## src/rtl/alu_share_arbiter.sv

```systemverilog
// alu_share_arbiter: two-requester arbiter/sequencer for one shared multi-cycle ALU
// Round-robin by default; define ALU_ARB_FIXED_PRIORITY_EN for fixed priority (requester 0 wins ties).
module alu_share_arbiter #(
    parameter int DATA_WIDTH = 32,
    parameter int LATENCY    = 1
) (
    input  logic                    clk,
    input  logic                    reset,
    input  logic [1:0]              req_valid,
    output logic [1:0]              req_ready,
    input  logic [5:0]              req_alu_op,
    input  logic [11:0]             req_func,
    input  logic [2*DATA_WIDTH-1:0] req_a,
    input  logic [2*DATA_WIDTH-1:0] req_b,
    output logic [2:0]              alu_op,
    output logic [5:0]              alu_function,
    output logic [DATA_WIDTH-1:0]   alu_a,
    output logic [DATA_WIDTH-1:0]   alu_b,
    input  logic [DATA_WIDTH-1:0]   alu_result,
    input  logic                    alu_zero,
    output logic [1:0]              rsp_valid,
    input  logic [1:0]              rsp_ready,
    output logic [DATA_WIDTH-1:0]   rsp_result,
    output logic                    rsp_zero,
    output logic                    busy
);
    if (LATENCY < 1 || LATENCY > 4) begin : g_bad_latency
        $error("alu_share_arbiter: LATENCY must be in 1..4");
    end

    typedef enum logic [1:0] {IDLE, EXEC, RESP} state_t;

    state_t     state;
    state_t     state_nx;
    logic [2:0] cnt;
    logic       owner;
    logic       grant;
    logic       accept;

`ifdef ALU_ARB_FIXED_PRIORITY_EN
    assign grant = ~req_valid[0];
`else
    logic last_grant;
    // on a tie the requester that did not win last time goes first
    assign grant = &req_valid ? ~last_grant : req_valid[1];
    always_ff @(posedge clk or posedge reset)
        if (reset)
            last_grant <= 1'b1;
        else if (accept)
            last_grant <= grant;
`endif

    assign accept    = state == IDLE && |req_valid;
    assign req_ready = accept ? (grant ? 2'b10 : 2'b01) : 2'b00;
    assign rsp_valid = state == RESP ? (owner ? 2'b10 : 2'b01) : 2'b00;
    assign busy      = state != IDLE;

    always_comb begin
        state_nx = accept                                ? EXEC :
                   (state == EXEC && cnt == 3'd1)        ? RESP :
                   (state == RESP && rsp_ready[owner])   ? IDLE : state;
    end

    always_ff @(posedge clk or posedge reset)
        if (reset)
            state <= IDLE;
        else
            state <= state_nx;

    always_ff @(posedge clk or posedge reset)
        if (reset) begin
            owner        <= 1'b0;
            cnt          <= 3'd0;
            alu_op       <= 3'd0;
            alu_function <= 6'd0;
            alu_a        <= '0;
            alu_b        <= '0;
            rsp_result   <= '0;
            rsp_zero     <= 1'b0;
        end else begin
            if (accept) begin
                owner        <= grant;
                cnt          <= 3'(LATENCY);
                alu_op       <= grant ? req_alu_op[5:3] : req_alu_op[2:0];
                alu_function <= grant ? req_func[11:6] : req_func[5:0];
                alu_a        <= grant ? req_a[2*DATA_WIDTH-1:DATA_WIDTH] : req_a[DATA_WIDTH-1:0];
                alu_b        <= grant ? req_b[2*DATA_WIDTH-1:DATA_WIDTH] : req_b[DATA_WIDTH-1:0];
            end
            if (state == EXEC) begin
                cnt <= cnt - 3'd1;
                if (cnt == 3'd1) begin
                    rsp_result <= alu_result;
                    rsp_zero   <= alu_zero;
                end
            end
        end
endmodule

```

## config.mk

```make
export PLATFORM = sky130hd
export DESIGN_NAME = alu_share_arbiter
export DESIGN_NICKNAME = d
export VERILOG_FILES = /design/src/rtl/alu_share_arbiter.sv
export SDC_FILE = /design/constraint.sdc
export NUM_CORES = 1
export LEC_CHECK = 0
export ABC_AREA = 1
export CAP_MARGIN = 20
export CORE_ASPECT_RATIO = 1.4
export CORE_MARGIN = 4
export CORE_UTILIZATION = 35
export DETAILED_ROUTE_END_ITERATION = 8
export HOLD_SLACK_MARGIN = 0.05
export PLACE_DENSITY = 0.85
export SETUP_SLACK_MARGIN = 0.5
export SLEW_MARGIN = 20
export SYNTH_ARGS = -nofsm -noshare
export SYNTH_HDL_FRONTEND = slang
export SYNTH_SLANG_ARGS = --single-unit
```

## constraint.sdc

```tcl
create_clock -name clk -period 9.9 [get_ports clk]
set_clock_uncertainty 0.2 [all_clocks]
set_input_delay 1.485 -clock clk [delete_from_list [all_inputs] [get_ports clk]]
set_output_delay 1.485 -clock clk [all_outputs]
set_load 0.005 [all_outputs]
```

Yosys cells after proc, flatten, opt, wreduce, memory -nomap -nowiden
Cells that the tools add are included.
Widths: inputs -> output; s select.
{"block": "totals", "input_bits": 185, "ff_bits": 113, "wordCells": 42, "output_inout_bits": 111}
{"block": "classes", "mux": 16, "bitwise": 1, "n_reduce_logical": 10, "magnitude_cmp": 1, "add_sub_neg": 1, "eq_ne": 3}
{"operator": "$mux 32", "count": 2}
{"operator": "$mux 2", "count": 7}
{"operator": "$mux 3", "count": 3}
{"operator": "$mux 6", "count": 1}
{"operator": "$reduce_and 2->1", "count": 2}
{"operator": "$reduce_bool 2->1", "count": 2}
{"operator": "$eq 3x1->1 const B", "count": 1}
{"operator": "$logic_and 1x1->1", "count": 3}
{"operator": "$mux 1", "count": 3}
{"operator": "$reduce_bool 3->1", "count": 1}
{"operator": "$sub 3x1->3 const B", "count": 1}
{"operator": "$eq 2x1->1 const B", "count": 1}
{"operator": "$eq 2x2->1 const B", "count": 1}
{"operator": "$logic_not 2->1", "count": 1}
{"operator": "$lt 1x2->1 const B", "count": 1}
{"operator": "$reduce_or 2->1", "count": 1}
{"operator": "$not 1->1", "count": 1}

Longest topological paths before layout
{"block": "depth", "depth_word": 6, "ltp_mapped": 9, "mapped_depth_nobuf": 7}

Worst setup path before layout
Ideal clock, no wire load.
{"block": "synth_timing", "kind": "input -> output", "start": "input port req_valid[0]", "end": "output port req_ready[1]", "cell_stages": 6, "path_slack_ps": 6124, "t_arrival_ps": 2091, "cell_sequence": "nand2_1 > nand2_1 > inv_1 > clkbuf_1 > nand2_1 > inv_1"}
{"block": "synth_between", "elab_chain_len": 4, "elab_cells_between_ends": 6}
{"item": "start, declared", "line_no": "9", "source": "input logic [1:0] req_valid,"}
{"item": "$reduce_and 2->1", "line_no": "45", "source": "assign grant = &req_valid ? ~last_grant : req_valid[1];"}
{"item": "$mux 1", "line_no": "45"}
{"item": "$mux 2", "line_no": "54", "source": "assign req_ready = accept ? (grant ? 2'b10 : 2'b01) : 2'b00;"}
{"item": "$mux 2 (*)", "line_no": "54"}
{"item": "end, declared", "line_no": "10", "source": "output logic [1:0] req_ready,"}
Mark *: on every way between the ends. The rest lies on a longest branch, timed or not.

Worst setup path in the final report
{"block": "layout_timing", "start": "input port req_valid[1]", "end": "output port req_ready[0]"}
The elaborated chain is that of the path after synthesis.

==> flow_metrics.tcl <==
set metrics [dict create \
    drt-total-wl_microns 17100 \
    worst_slack_ns 4.93 \
    yosysSeqAreaShare 0.527 \
    final_core_util 0.593 \
    yosysWarnings 0 \
    cp_data_arrival_time_ns 3.29 \
    postCtsSetupRepairBufs 0 \
    slew_violations 0 \
    cp_top_family "buffers and inverters" \
    ys_ff_latch 113 \
    period_share 0.502 \
    die-height_microns 155 \
    slowest_delay_ns 0.63 \
    end_kind "output pin" \
    first_pass_iters 4 \
    std_cell_rows 53 \
    start_util 0.357 \
    fin_area_sq_mm 0.00892 \
    critPathSlowestCell "buf_4" \
    syn_avg_cell_area_sq_um 7.24 \
    die_w_microns 113 \
    synth_top_family_by_area "simple AND/OR/NAND/NOR gates" \
    rsz0062_at_grt "no" \
    tritoncts "built" \
    p_leak_nw 4.54 \
    period_needed_ns 4.97 \
    cpMostUsedCell "clkdlybuf4s50_1" \
    routedWlPerCell_microns 13.9 \
    syn2layout_area_growth_pct 66.0 \
    root_buffer "clkbuf_16" \
    crit_path_start_kind "primary input" \
    num_antenna_cells 0 \
    worstSkewPairLatency_ns 0.39 \
    hold_viol 0 \
    p_per_area_mw_per_mm2 278 \
    setup_tns_ns 0 \
    synth.cell_area_sq_mm 0.00537 \
    power.total_mw 2.48 \
    drive_gt1_frac 0.0464 \
    fmax_mhz 201 \
    yosys.area_share.simple 0.408 \
    hpwlAfterDp_microns 12500 \
    slew_headroom 0.440 \
    synth_cell_types 18 \
    critical_path_class "primary input to output pin" \
    vdd_ir_drop_max_uv 126 \
    path_cells "clkdlybuf4s50_1 > inv_1 > nand2_1 > nand2_2 > buf_4 > nor2_1 > clkdlybuf4s50_1" \
    synthesis.nets 929 \
    grt_first_pass_wirelength_microns 27000 \
    whs_ns 0.266 \
    antenna_found_initial 0 \
    vias 5535 \
    cts_buffers 17 \
    preCtsSetupSlack_ns 4.89 \
    synthAdderAreaFrac 0.00466 \
    hold_buffers 0 \
    cts.sinks 113 \
    gr-total-overflow 0 \
    dp.cells 1194 \
    grt_max_degree 82 \
    h-tree-depth 4 \
    final_antenna_net_count 0 \
    place_area_sq_mm 0.00837 \
    hp-class "flop to flop" \
    tightestPinTransition_ns 0.840 \
    required_ns 8.22 \
    synth-xor-area-share 0 \
    synth_mux_area_frac 0 \
    postCtsResizedCells 0 \
    drcViolationCount 0 \
    dieArea_sq_mm 0.0174 \
    io_buffers 295 \
    setup_viol 0 \
    ioPinCount 296 \
    path_buf_inv 4 \
    path_clk_slew_ns 0.05 \
    drtIter0Drc 256 \
    grt.total_usage 0.193 \
    coreArea_sq_mm 0.0151 \
    viasPerCell 4.51 \
    gp_congestion 0.833 \
    grt_pass1_vias 5418 \
    finalNetCount 1208 \
    cp_max_fo 81 \
    instances_no_fill 1226 \
    status "completed" \
    syn_inst 742 \
    synth_compound_area_frac 0.00303 \
    cap_violations 0 \
    clock_path_buffers 2 \
]
## metal layers
| layer | up-vias | GRT usage | routed length, microns |
|---|---|---|---|
| met1 | 2498 | 0.211 | 6430 |
| met2 | 204 | 0.340 | 8780 |
| li1 | 2791 | - | - |
| met5 | - | 0 | 0 |
| met3 | 42 | 0.0564 | 1220 |
| met4 | 0 | 0.0916 | 620 |
## worst min-delay path: stages (launching register included)
cell	delay, ns
dfrtp_1	0.34
nand2_1	0.05
nand2_1	0.05
## power breakdown
group	internal, mW	switching [mW]	total (mW)
Sequential	0.686	0.117	0.803
Combinational	0.577	0.538	1.11
Clock	0.351	0.215	0.566
## cell usage after synthesis
cell / instances / area share
nand2_1: 521 / 0.36
o22ai_1: 1 / 0.0012
nor2_2: 2 / 0.0023
inv_1: 14 / 0.0098
o21ai_0: 2 / 0.0019
buf_4: 3 / 0.0042
ha_1: 2 / 0.0047
dfstp_2: 1 / 0.0049
nor2_1: 6 / 0.0042
nand4_1: 2 / 0.0023
nand2_2: 2 / 0.0023
dfrtp_1: 112 / 0.52
buf_2: 26 / 0.024
nand3_1: 33 / 0.031
buf_6: 7 / 0.015
clkbuf_1: 5 / 0.0035
inv_2: 2 / 0.0014
nor2_4: 1 / 0.0021
## registers in the layout (all words and copies together), names as in the netlist
name,flops
cnt,3
alu_op,3
state,2
alu_a,32
owner,1
alu_b,32
alu_function,6
rsp_zero,1
last_grant,1
rsp_result,32
## final cells by class
cell class	instances	area, sq um
Clock buffer	19	443
Clock inverter	13	113
Fill cell	1338	6130
Inverter	16	62.6
Multi-Input combinational cell	572	2240
Sequential cell	113	2830
Tap cell	192	240
Timing Repair Buffer	301	3000
## path summary, 6_finish.rpt
| path | start | end | slack [ns] | cells after the start |
|---|---|---|---|---|
| max | req_valid[1] | req_ready[0] | 4.93 | 7 |
| min | rsp_result[5] | rsp_result[5] | 0.27 | 2 |
| max reg2reg | state[1] | state[1] | 7.47 | 4 |
| min reg2reg | rsp_result[5] | rsp_result[5] | 0.27 | 2 |
| max in group asynchronous | reset | alu_b[3] | 6.95 | 3 |
| min in group asynchronous | reset | alu_a[0] | 1.32 | 2 |
## cell families after synthesis
logic type | Yosys count
fa+ha+maj | 2
buf+inv | 57
simple gates | 567
compound gates | 3
flops | 113
## placed cells by master (no fill, tap or decap), types with 3 or more instances in the layout
master and n:
nand2_1 520, clkinvlp_4 3, inv_2 3, clkdlybuf4s50_1 295, dfrtp_1 112, nand3_1 33
buf_4 6, nand2_2 3, clkinv_2 5, nor2_1 6, inv_1 12, clkbuf_16 17
(Power assumes the default switching activity.)
